## config.mk

```make
export PLATFORM = sky130hd
export DESIGN_NAME = irq_conditioner
export DESIGN_NICKNAME = d
export VERILOG_FILES = /design/src/rtl/irq_pkg.sv /design/src/rtl/irq_sync_edge.sv /design/src/rtl/irq_conditioner.sv
export SDC_FILE = /design/constraint.sdc
export NUM_CORES = 1
export LEC_CHECK = 0
export BUFFER_PORTS_ARGS = -buffer_cell sky130_fd_sc_hd__buf_2
export CORE_MARGIN = 3
export CORE_UTILIZATION = 40
export CTS_BUF_LIST = sky130_fd_sc_hd__clkbuf_4 sky130_fd_sc_hd__clkbuf_8 sky130_fd_sc_hd__clkbuf_16
export DETAILED_ROUTE_END_ITERATION = 8
export GPL_ROUTABILITY_DRIVEN = 0
export PLACE_DENSITY = 0.74
export SLEW_MARGIN = 30
export SYNTH_ARGS = -nofsm -noshare
export SYNTH_HDL_FRONTEND = slang
export SYNTH_SLANG_ARGS = --single-unit
```

## constraint.sdc

```tcl
create_clock -name clk -period 0.8 [get_ports clk]
set_input_delay 0.08 -clock clk [delete_from_list [all_inputs] [get_ports clk]]
set_output_delay 0.08 -clock clk [all_outputs]
set_load 0.02 [all_outputs]
```

## src/rtl/irq_pkg.sv

```systemverilog
// Shared definitions for the interrupt conditioner and the controller it feeds.
// Optional glitch filter is enabled with the IRQ_GLITCH_FILTER_EN macro.
package irq_pkg;

    localparam int N_IRQ_DEF       = 4;
    localparam int ID_W_DEF        = 2;
    localparam int SYNC_STAGES_DEF = 2;
`ifdef IRQ_GLITCH_FILTER_EN
    localparam int FILT_CYCLES_DEF = 3;
`endif

    localparam logic MODE_LEVEL = 1'b0;
    localparam logic MODE_EDGE  = 1'b1;

endpackage

```

## src/rtl/irq_sync_edge.sv

```systemverilog
// One interrupt line: synchroniser chain, optional glitch filter, history flop and rise detect.
// The filter is built only when IRQ_GLITCH_FILTER_EN is defined.
module irq_sync_edge
    import irq_pkg::*;
#(
    parameter int SYNC_STAGES = SYNC_STAGES_DEF
`ifdef IRQ_GLITCH_FILTER_EN
    ,
    parameter int FILT_CYCLES = FILT_CYCLES_DEF
`endif
) (
    input  logic clk,
    input  logic rst,
    input  logic raw_i,
    output logic filt_o,
    output logic rise_o
);

    logic [SYNC_STAGES-1:0] sync_q;
    logic [SYNC_STAGES-1:0] sync_d;
    logic                   sync_s;
    logic                   filt_s;
    logic                   hist_q;
    logic                   hist_d;

    assign sync_d = {sync_q[SYNC_STAGES-2:0], raw_i};
    assign sync_s = sync_q[SYNC_STAGES-1];
    assign hist_d = filt_s;

    always_ff @(posedge clk or negedge rst) begin
        if (!rst) begin
            sync_q <= '0;
            hist_q <= 1'b0;
        end else begin
            sync_q <= sync_d;
            hist_q <= hist_d;
        end
    end

`ifdef IRQ_GLITCH_FILTER_EN
    localparam int CNT_W = $clog2(FILT_CYCLES + 1);

    logic [CNT_W-1:0] cnt_q;
    logic [CNT_W-1:0] cnt_d;
    logic             filt_q;
    logic             filt_d;

    // The counter only runs while the synced input disagrees with the filtered value.
    always_comb begin
        cnt_d  = '0;
        filt_d = filt_q;
        if (sync_s == filt_q) begin
            cnt_d = '0;
        end else if (cnt_q == CNT_W'(FILT_CYCLES - 1)) begin
            filt_d = sync_s;
            cnt_d  = '0;
        end else begin
            cnt_d = cnt_q + CNT_W'(1'b1);
        end
    end

    always_ff @(posedge clk or negedge rst) begin
        if (!rst) begin
            cnt_q  <= '0;
            filt_q <= 1'b0;
        end else begin
            cnt_q  <= cnt_d;
            filt_q <= filt_d;
        end
    end

    assign filt_s = filt_q;
`else
    assign filt_s = sync_s;
`endif

    assign filt_o = filt_s;
    assign rise_o = filt_s & ~hist_q;

endmodule

```

## src/rtl/irq_conditioner.sv

```systemverilog
// Interrupt front end: per-line sync/edge detect, pending and overflow latching, ack clearing.
// Optional glitch filter per line is enabled with the IRQ_GLITCH_FILTER_EN macro.
module irq_conditioner
    import irq_pkg::*;
#(
    parameter int N_IRQ       = N_IRQ_DEF,
    parameter int ID_W        = ID_W_DEF,
    parameter int SYNC_STAGES = SYNC_STAGES_DEF
`ifdef IRQ_GLITCH_FILTER_EN
    ,
    parameter int FILT_CYCLES = FILT_CYCLES_DEF
`endif
) (
    input  logic             clk,
    input  logic             rst,
    input  logic [N_IRQ-1:0] irq_raw,
    input  logic [N_IRQ-1:0] edge_mode,
    input  logic [N_IRQ-1:0] irq_mask,
    input  logic             int_ack,
    input  logic [ID_W-1:0]  int_id,
    input  logic             ovf_clr,
    output logic [N_IRQ-1:0] irq,
    output logic [N_IRQ-1:0] pending,
    output logic [N_IRQ-1:0] overflow
);

    logic [N_IRQ-1:0] filt_s;
    logic [N_IRQ-1:0] rise_s;
    logic [N_IRQ-1:0] clr_s;
    logic [N_IRQ-1:0] pending_q;
    logic [N_IRQ-1:0] pending_d;
    logic [N_IRQ-1:0] overflow_q;
    logic [N_IRQ-1:0] overflow_d;

    for (genvar g = 0; g < N_IRQ; g++) begin : g_line
        irq_sync_edge #(
            .SYNC_STAGES (SYNC_STAGES)
`ifdef IRQ_GLITCH_FILTER_EN
            ,
            .FILT_CYCLES (FILT_CYCLES)
`endif
        ) u_sync_edge (
            .clk    (clk),
            .rst    (rst),
            .raw_i  (irq_raw[g]),
            .filt_o (filt_s[g]),
            .rise_o (rise_s[g])
        );

        // Out-of-range ids match no line, so they clear nothing.
        assign clr_s[g] = int_ack & (int_id == ID_W'(g));
    end

    // A new rise beats a same-cycle ack; it only overflows when nothing was cleared.
    always_comb begin
        pending_d  = pending_q;
        overflow_d = overflow_q & ~{N_IRQ{ovf_clr}};
        for (int i = 0; i < N_IRQ; i++) begin
            case (edge_mode[i])
                MODE_EDGE: begin
                    if (rise_s[i]) begin
                        pending_d[i] = 1'b1;
                        if (pending_q[i] && !clr_s[i]) begin
                            overflow_d[i] = 1'b1;
                        end else begin
                            overflow_d[i] = overflow_d[i];
                        end
                    end else if (clr_s[i]) begin
                        pending_d[i] = 1'b0;
                    end else begin
                        pending_d[i] = pending_q[i];
                    end
                end
                MODE_LEVEL: pending_d[i] = filt_s[i];
                default:    pending_d[i] = pending_q[i];
            endcase
        end
    end

    always_ff @(posedge clk or negedge rst) begin
        if (!rst) begin
            pending_q  <= '0;
            overflow_q <= '0;
        end else begin
            pending_q  <= pending_d;
            overflow_q <= overflow_d;
        end
    end

    assign irq      = pending_q & irq_mask;
    assign pending  = pending_q;
    assign overflow = overflow_q;

endmodule

```

==> flow_metrics.py, run 1 <==
metrics = {
    "cts": {
        "cts_tree": "built",
        "cts_root_buf": "clkbuf_4",
        "cts_buffer_depth": 2,
        "cts.reportedPaths.clkPinSlew_ps": 110,
        "cts.sinks": 20,
        "numCtsBuffers": 3,
        "clock_latency_ps": 300,
        "cts_max_level": 1,
    },
    "final_layout": {
        "fin_nets": 114,
        "drive_gt1_frac": 0.537,
        "diodes": 0,
        "areaGrowthSynthToFinish_pct": 61.2,
        "final_cells": 111,
    },
    "timing": {
        "whs_ps": 18.7,
        "fin_ws_ps": -263,
        "max-slew-margin-rel": 0.714,
        "rsz0062_at_grt": "yes",
        "period_needed_ps": 1060,
        "hold_violations": 0,
        "max_clock_freq_ghz": 0.940,
        "fin_setup_tns_ps": -2610,
        "slew_violations": 0,
        "period_share": 1.33,
        "setup_viol": 16,
        "worstMarginPinSlew_ps": 429,
        "final.setup_skew_ps": 4.87,
    },
    "grt": {
        "grt_max_degree": 21,
        "globalRouteTotalUtil": 0.136,
        "grt.overflow.total": 0,
        "antenna_found_initial": 0,
        "grt_pass1_wl_mm": 2.11,
        "grt_pass1_vias": 518,
    },
    "power_and_ir_drop": {
        "ir_worst_vdd_mv": 1.51,
        "power_mw": 2.33,
        "power.leakage_nw": 0.542,
        "power_density_nw_per_um2": 2060,
    },
    "logic_synthesis": {
        "ys_seq_area_frac": 0.714,
        "synth-edff-count": 0,
        "syn_avg_cell_area_sq_um": 13.5,
        "synth.top_cell.area_share": 0.714,
        "synth_cell_type_count": 10,
        "synth-main-ff-cell": "dfrtp_1",
        "ys_warn_count": 0,
        "synth_nets": 70,
        "synth.largest_area_cell": "dfrtp_1",
        "synth_seq_cells": 20,
        "syn-cell-area_sq_um": 701,
        "syn_inst": 52,
        "async_flop_share": 1.00,
        "synth_commonest_cells": "20 x dfrtp_1, 8 x nand2_1",
        "synth_area_leaders": "dfrtp_1 71%, nand4b_1 5.0%, o2bb2ai_1 5.0%",
        "synth.most_common_cell": "dfrtp_1",
    },
    "setup_path": {
        "start_kind": "flop",
        "arrival_ps": 980,
        "critPathMaxFanout": 4,
        "critPathBufInv": 1,
        "cp_top_family": "flip-flops",
        "path_cells": "and2_4, buf_6",
        "worstSetupEndpointType": "primary output",
        "crit_slowest_cell": "dfrtp_1",
        "cp.required_ps": 720,
        "max_stage_delay_ps": 420,
        "path_class": "flop to primary output",
    },
    "placed_design": {
        "io_buffers": 29,
        "dp_cells": 98,
    },
    "routing": {
        "drc": 0,
        "dr.first_iter.drc_count": 4,
        "dr.pass1.iters": 5,
        "vias": 542,
        "ant_nets": 0,
        "drt_wl_total_mm": 1.35,
        "wl_per_cell_microns": 12.2,
        "via_per_inst": 4.88,
    },
    "floorplanning": {
        "rows": 14,
        "initial_core_util": 0.444,
        "dieArea_sq_um": 2290,
        "fp.dieW_microns": 47.9,
        "die_y_microns": 47.9,
        "core_area_sq_um": 1580,
        "pin_count": 30,
    },
    "status": {
        "status": "complete, but fails checks",
        "violations": "negative setup slack",
    },
    "flow_run": {
        "cap_violations": 0,
    },
    "hold_path": {
        "hold_class": "input pin to flop",
    },
}
## layout make-up
cell class                      count  area [sq um]
Sequential cell                    20           500
Fill cell                         113           447
Timing Repair Buffer               39           320
Multi-Input combinational cell     28           221
Clock inverter                      1          30.0
Clock buffer                        3          22.5
Tap cell                           16          20.0
Inverter                            4          15.0
## report_power, final
part | switching (mW) | total, mW | internal [mW]
clock | 0.300 | 0.807 | 0.507
combinational | 0.180 | 0.411 | 0.231
sequential | 0.0383 | 1.11 | 1.07
total | 0.519 | 2.33 | 1.81
## registers in the layout, summed over array words and instances (netlist names)
signal                     count
pending                        4
g_line.u_sync_edge.sync_q      8
overflow                       4
g_line.u_sync_edge.hist_q      4
## cell usage in the layout, fill, tap and decap left out, drive strengths merged
| master | count |
|---|---|
| and2 | 4 |
| and3 | 1 |
| and3b | 2 |
| buf | 34 |
| bufinv | 1 |
| clkbuf | 3 |
| dfrtp | 20 |
| dlygate4sd3 | 5 |
| inv | 4 |
| nand2 | 8 |
| nand4b | 4 |
| nor3b | 1 |
| o22ai | 4 |
| o2bb2ai | 4 |
## worst paths after layout
| path | start | endpoint | slack [ps] | cells after the start |
|---|---|---|---|---|
| setup reg to reg | pending[1]$_DFFE_PN0P_ | overflow[1]$_DFF_PN0_ | -100 | 4 |
| setup / recovery | pending[3]$_DFFE_PN0P_ | irq[3] | -260 | 2 |
| hold reg to reg | g_line[1].u_sync_edge.sync_q[0]$_DFF_PN0_ | g_line[1].u_sync_edge.sync_q[1]$_DFF_PN0_ | 360 | 0 |
| min in group asynchronous | rst | overflow[3]$_DFF_PN0_ | 240 | 2 |
| max in group asynchronous | rst | g_line[0].u_sync_edge.sync_q[1]$_DFF_PN0_ | 260 | 2 |
| hold / removal | ovf_clr | overflow[3]$_DFF_PN0_ | 20 | 2 |
## logic make-up after synthesis
logic type	synth area share
compound gates	0.0857
simple gates	0.179
flops	0.714
buf+inv	0.0214
## timing repair
action	4_1_cts	5_1_grt
setup endpoints to repair	12	19
cloned	0	0
hold buffers	5	0
pin swaps	7	2
gates resized for setup	34	4
setup buffers	4	1
endpoints found under the hold margin	24	0
## layer usage
metal	vias up	GRT usage	share of wire	routed length, microns
met2	21	0.232	0.50	673
met4	0	0.0484	0.0089	12
met3	2	0.0639	0.083	112
met1	248	0.147	0.41	554
li1	271	-	-	-
met5	-	0	0	0
## stage by stage
stage | setup slack, ps | util | cell area, sq um
CTS | -274 | 0.707 | 1110
floorplan | 6.48 | - | 706
detailed placement | -10.1 | 0.557 | 878
global placement | 14.3 | 0.557 | 878
global route | -319 | 0.717 | 1130
finish | -263 | 0.717 | 1130
Note: power is estimated with default switching activity, not from simulation.
==> run 2, diff against run 1 <==
- CORE_UTILIZATION: 40 -> 47
- PLACE_DENSITY: 0.74 -> 0.78
- clock period: 0.8 -> 1.4 ns (I/O delays scaled with it)
==> flow_metrics.py, run 2 (synthesis gave the netlist of run 1 again) <==
metrics = {
    "setup_path": {
        "path_class": "flop to primary output",
        "worstSetupEndpointType": "primary output",
        "worstRegToRegCells": 2,
        "arrival_ps": 1010,
        "critPathMaxFanout": 4,
        "start_kind": "flop",
        "cp.required_ps": 1260,
    },
    "routing": {
        "dr.pass1.iters": 2,
        "drt_wl_total_mm": 1.17,
        "vias": 513,
        "wl_per_cell_microns": 11.2,
        "dr.first_iter.drc_count": 2,
        "drc": 0,
        "via_per_inst": 4.89,
        "ant_nets": 0,
    },
    "floorplanning": {
        "pin_count": 30,
        "die_y_microns": 44.6,
        "initial_core_util": 0.519,
        "core_area_sq_um": 1350,
        "fp.dieW_microns": 44.6,
        "dieArea_sq_um": 1990,
        "rows": 13,
    },
    "grt": {
        "antenna_found_initial": 0,
        "grt_max_degree": 21,
        "grt_pass1_vias": 536,
        "globalRouteTotalUtil": 0.148,
        "grt.overflow.total": 0,
        "grt_pass1_wl_mm": 2.15,
    },
    "flow_run": {
        "cap_violations": 0,
    },
    "power_and_ir_drop": {
        "seqPwrFrac": 0.514,
        "ir_worst_vdd_mv": 0.877,
        "power.switching_uw": 265,
        "swShare": 0.215,
        "internal_power_uw": 969,
        "power_frac_comb": 0.121,
        "power.leakage_nw": 0.484,
        "power_density_nw_per_um2": 1280,
        "power_mw": 1.23,
        "power_frac_clock": 0.365,
    },
    "final_layout": {
        "layout.cells.most_common": "buf_2",
        "regMostFlops": "g_line.u_sync_edge.sync_q",
        "fin_nets": 109,
        "drive_gt1_frac": 0.400,
        "areaGrowthSynthToFinish_pct": 38.0,
        "n_fill_cell": 107,
        "diodes": 0,
        "largest_register_ffs": 8,
        "fin_area_sq_um": 967,
        "layout_common_cells": "29 x buf_2, 20 x dfrtp_1, 8 x nand2_1, 5 x dlygate4sd3_1",
    },
    "timing": {
        "max-slew-margin-rel": 0.725,
        "worstMarginPinSlew_ps": 412,
        "fin_ws_ps": 246,
        "slew_violations": 0,
        "fin_setup_tns_ps": 0,
        "rsz0062_at_grt": "no",
        "max_clock_freq_ghz": 0.866,
        "period_needed_ps": 1150,
        "setup_viol": 0,
        "whs_ps": 71.0,
        "hold_violations": 0,
        "period_share": 0.824,
        "final.setup_skew_ps": 5.70,
    },
    "placed_design": {
        "io_buffers": 29,
        "dpl_cell_area_sq_um": 865,
        "pre_cts_ws_ps": 564,
    },
    "cts": {
        "cts.sinks": 20,
        "cts_buffer_depth": 2,
        "cts_setup_buffers": 0,
        "cts_tree": "built",
        "cts_resized": 0,
        "cts_root_buf": "clkbuf_4",
        "cts_max_level": 1,
        "hold_buffers": 5,
        "cts.reportedPaths.clkPinSlew_ps": 110,
        "clock_latency_ps": 290,
        "numCtsBuffers": 3,
    },
    "status": {
        "status": "finished clean",
    },
    "hold_path": {
        "hold_depth": 2,
        "hold_class": "input pin to flop",
    },
}
[run 2: cell count changes in the layout (fill, tap and decap cells not counted), sizes merged]
cell  delta
buf      -5
[run 2: metrics by stage]
| step | cells | util |
|---|---|---|
| final | 105 | 0.716 |
| after global routing | 105 | 0.716 |
| after CTS | 105 | 0.716 |
| after detailed placement | 96 | 0.640 |
| after global placement | 96 | 0.640 |
| after floorplan | 52 | - |
[run 2: path summary, 6_finish.rpt]
check / slack [ps] / to / startpoint
max in group asynchronous: 790 / g_line[0].u_sync_edge.sync_q[1]$_DFF_PN0_ / rst
min reg2reg: 360 / g_line[2].u_sync_edge.sync_q[1]$_DFF_PN0_ / g_line[2].u_sync_edge.sync_q[0]$_DFF_PN0_
max: 250 / irq[0] / pending[0]$_DFFE_PN0P_
min in group asynchronous: 310 / overflow[1]$_DFF_PN0_ / rst
min: 70 / overflow[3]$_DFF_PN0_ / ovf_clr
max reg2reg: 640 / overflow[3]$_DFF_PN0_ / g_line[3].u_sync_edge.hist_q$_DFF_PN0_
[run 2: power by group through the flow]
stage / logic, mW / registers [mW] / clock network [mW]
2_1_floorplan: 0.0469 / 0.666 / 0
3_3_place_gp: 0.138 / 0.644 / 0
3_5_place_dp: 0.141 / 0.646 / 0
4_1_cts: 0.152 / 0.635 / 0.464
5_1_grt: 0.167 / 0.640 / 0.481
6_report: 0.149 / 0.634 / 0.451
[run 2: critical path, stage by stage (launching register included)]
cell and delay [ps]:
dfrtp_1 410, and2_1 160, buf_2 150
[run 2: layer usage]
layer,track usage,vias to the layer above,share of wire
li1,-,258,-
met1,0.184,230,0.44
met2,0.249,23,0.46
met3,0.0244,2,0.093
met4,0.0723,0,0.010
met5,0,-,0
[run 2: area by class of cell]
cell class	instances	area, sq um	area share
multi-input combinational	28	185	0.191
clock inverter	1	30.0	0.0310
sequential	20	500	0.517
timing repair buffer	34	195	0.202
clock buffer	3	22.5	0.0233
inverter	4	15.0	0.0155
tap	15	18.8	0.0194
==> run 3, diff against run 2 <==
- CORE_UTILIZATION: 47 -> 40
- PLACE_DENSITY: 0.78 -> 0.71
- clock period: 1.4 -> 0.9 ns (I/O delays scaled with it)
==> flow_metrics.py, run 3 (synthesis gave the netlist of run 1 again) <==
metrics = {
    "status": {
        "status": "complete, but fails checks",
        "violations": "negative setup slack",
    },
    "timing": {
        "final.setup_skew_ps": 0.852,
        "rsz0062_at_grt": "yes",
        "period_share": 1.20,
        "slew_violations": 0,
        "worstMarginPinSlew_ps": 428,
        "period_needed_ps": 1080,
        "max-slew-margin-rel": 0.715,
        "hold_violations": 0,
        "fin_ws_ps": -177,
        "setup_viol": 13,
        "max_clock_freq_ghz": 0.929,
    },
    "floorplanning": {
        "core_area_sq_um": 1580,
        "fp.dieW_microns": 47.9,
        "die_y_microns": 47.9,
        "rows": 14,
        "pin_count": 30,
        "initial_core_util": 0.444,
        "dieArea_sq_um": 2290,
    },
    "hold_path": {
        "hold_class": "input pin to flop",
        "hp-start": "ovf_clr",
    },
    "grt": {
        "grt.overflow.total": 0,
        "globalRouteTotalUtil": 0.141,
        "grt_pass1_vias": 552,
        "grt_max_degree": 21,
        "grt_pass1_wl_mm": 2.21,
        "antenna_found_initial": 0,
    },
    "cts": {
        "cts_buffer_depth": 2,
        "cts_root_buf": "clkbuf_4",
        "cts_max_level": 1,
        "cts.sinks": 20,
        "clock_latency_ps": 290,
        "numCtsBuffers": 3,
        "cts.reportedPaths.clkPinSlew_ps": 110,
        "cts_tree": "built",
    },
    "final_layout": {
        "largest_register_ffs": 8,
        "fin_nets": 119,
        "regMostFlops": "g_line.u_sync_edge.sync_q",
        "diodes": 0,
        "drive_gt1_frac": 0.500,
        "areaGrowthSynthToFinish_pct": 63.2,
        "layout.cells.most_common": "dfrtp_1",
        "final_cells": 116,
        "layout_common_cells": "20 x dfrtp_1, 17 x buf_2, 16 x buf_6, 8 x nand2_1, 6 x buf_4",
    },
    "setup_path": {
        "reg2reg_from": "pending[3]$_DFFE_PN0P_",
        "critPathMaxFanout": 3,
        "start_kind": "flop",
        "path_class": "flop to primary output",
        "arrival_ps": 990,
        "critPathLaunch": "pending[0]$_DFFE_PN0P_",
        "cp.required_ps": 810,
        "worstSetupEndpointType": "primary output",
    },
    "routing": {
        "dr.first_iter.drc_count": 0,
        "vias": 565,
        "dr.pass1.iters": 1,
        "via_per_inst": 4.87,
        "drc": 0,
        "drt_wl_total_mm": 1.38,
        "wl_per_cell_microns": 11.9,
        "ant_nets": 0,
    },
    "placed_design": {
        "io_buffers": 29,
        "hpwl_microns": 876,
        "dp_cells": 97,
        "pre_cts_ws_ps": 115,
    },
    "flow_run": {
        "cap_violations": 0,
    },
    "power_and_ir_drop": {
        "ir_worst_vdd_mv": 1.23,
        "power_density_nw_per_um2": 1810,
        "power.leakage_nw": 0.565,
    },
}
## run 3: changes by cell type in the layout (fill, tap and decap cells not counted)
cell and change:
and2_4 +4, buf_6 +16, buf_4 +6, and2_1 -4
buf_2 -12
## run 3: final cells by class
type	count	area, sq um
fillers	125	433
multi-input cells	28	195
flip-flops and latches	20	500
inverters	4	15.0
clock inverters	1	30.0
repair buffers	44	360
well taps	16	20.0
clock buffers	3	22.5
## run 3: path summary, 6_finish.rpt
check	end	slack (ps)	depth (start not counted)
max in group asynchronous	overflow[3]$_DFF_PN0_	350	2
hold reg to reg	g_line[1].u_sync_edge.sync_q[1]$_DFF_PN0_	360	0
setup / recovery	irq[0]	-180	2
min in group asynchronous	g_line[2].u_sync_edge.sync_q[0]$_DFF_PN0_	250	2
hold / removal	overflow[3]$_DFF_PN0_	40	2
setup reg to reg	overflow[3]$_DFF_PN0_	-10	4
## run 3: where the power goes
group / switching (mW) / total (mW) / internal [mW]
logic: 0.154 / 0.372 / 0.218
clock network: 0.262 / 0.712 / 0.450
registers: 0.0351 / 0.989 / 0.954
total: 0.452 / 2.07 / 1.62
## run 3: worst max-delay path, stage by stage (launching register included)
cell     delay, ps
dfrtp_1        420
and2_4         150
buf_6          120
## run 3: repair_timing
item | CTS | global route
endpoints found under the setup margin | 12 | 16
hold endpoints to repair | 24 | 0
buffers inserted | 7 | 3
pin swaps | 4 | 2
gates resized for setup | 28 | 4
hold buffers | 5 | 0
## run 3: per-stage QoR
stage	power, mW	instance area [sq um]	hold WS, ps	utilization	setup TNS (ps)
2_1_floorplan	1.11	701	-206	-	0
3_3_place_gp	1.22	866	51.3	0.549	0
3_5_place_dp	1.22	866	53.2	0.549	0
4_1_cts	2.07	1110	29.1	0.702	-1260
5_1_grt	2.17	1140	36.5	0.725	-1740
6_report	2.07	1140	41.7	0.725	-1110
## run 3: metal layers
metal	up-vias	GRT usage	wire, microns
met5	-	0	0
met4	0	0.0806	0
met3	0	0.0226	72
met2	17	0.235	740
met1	269	0.171	568
li1	279	-	-
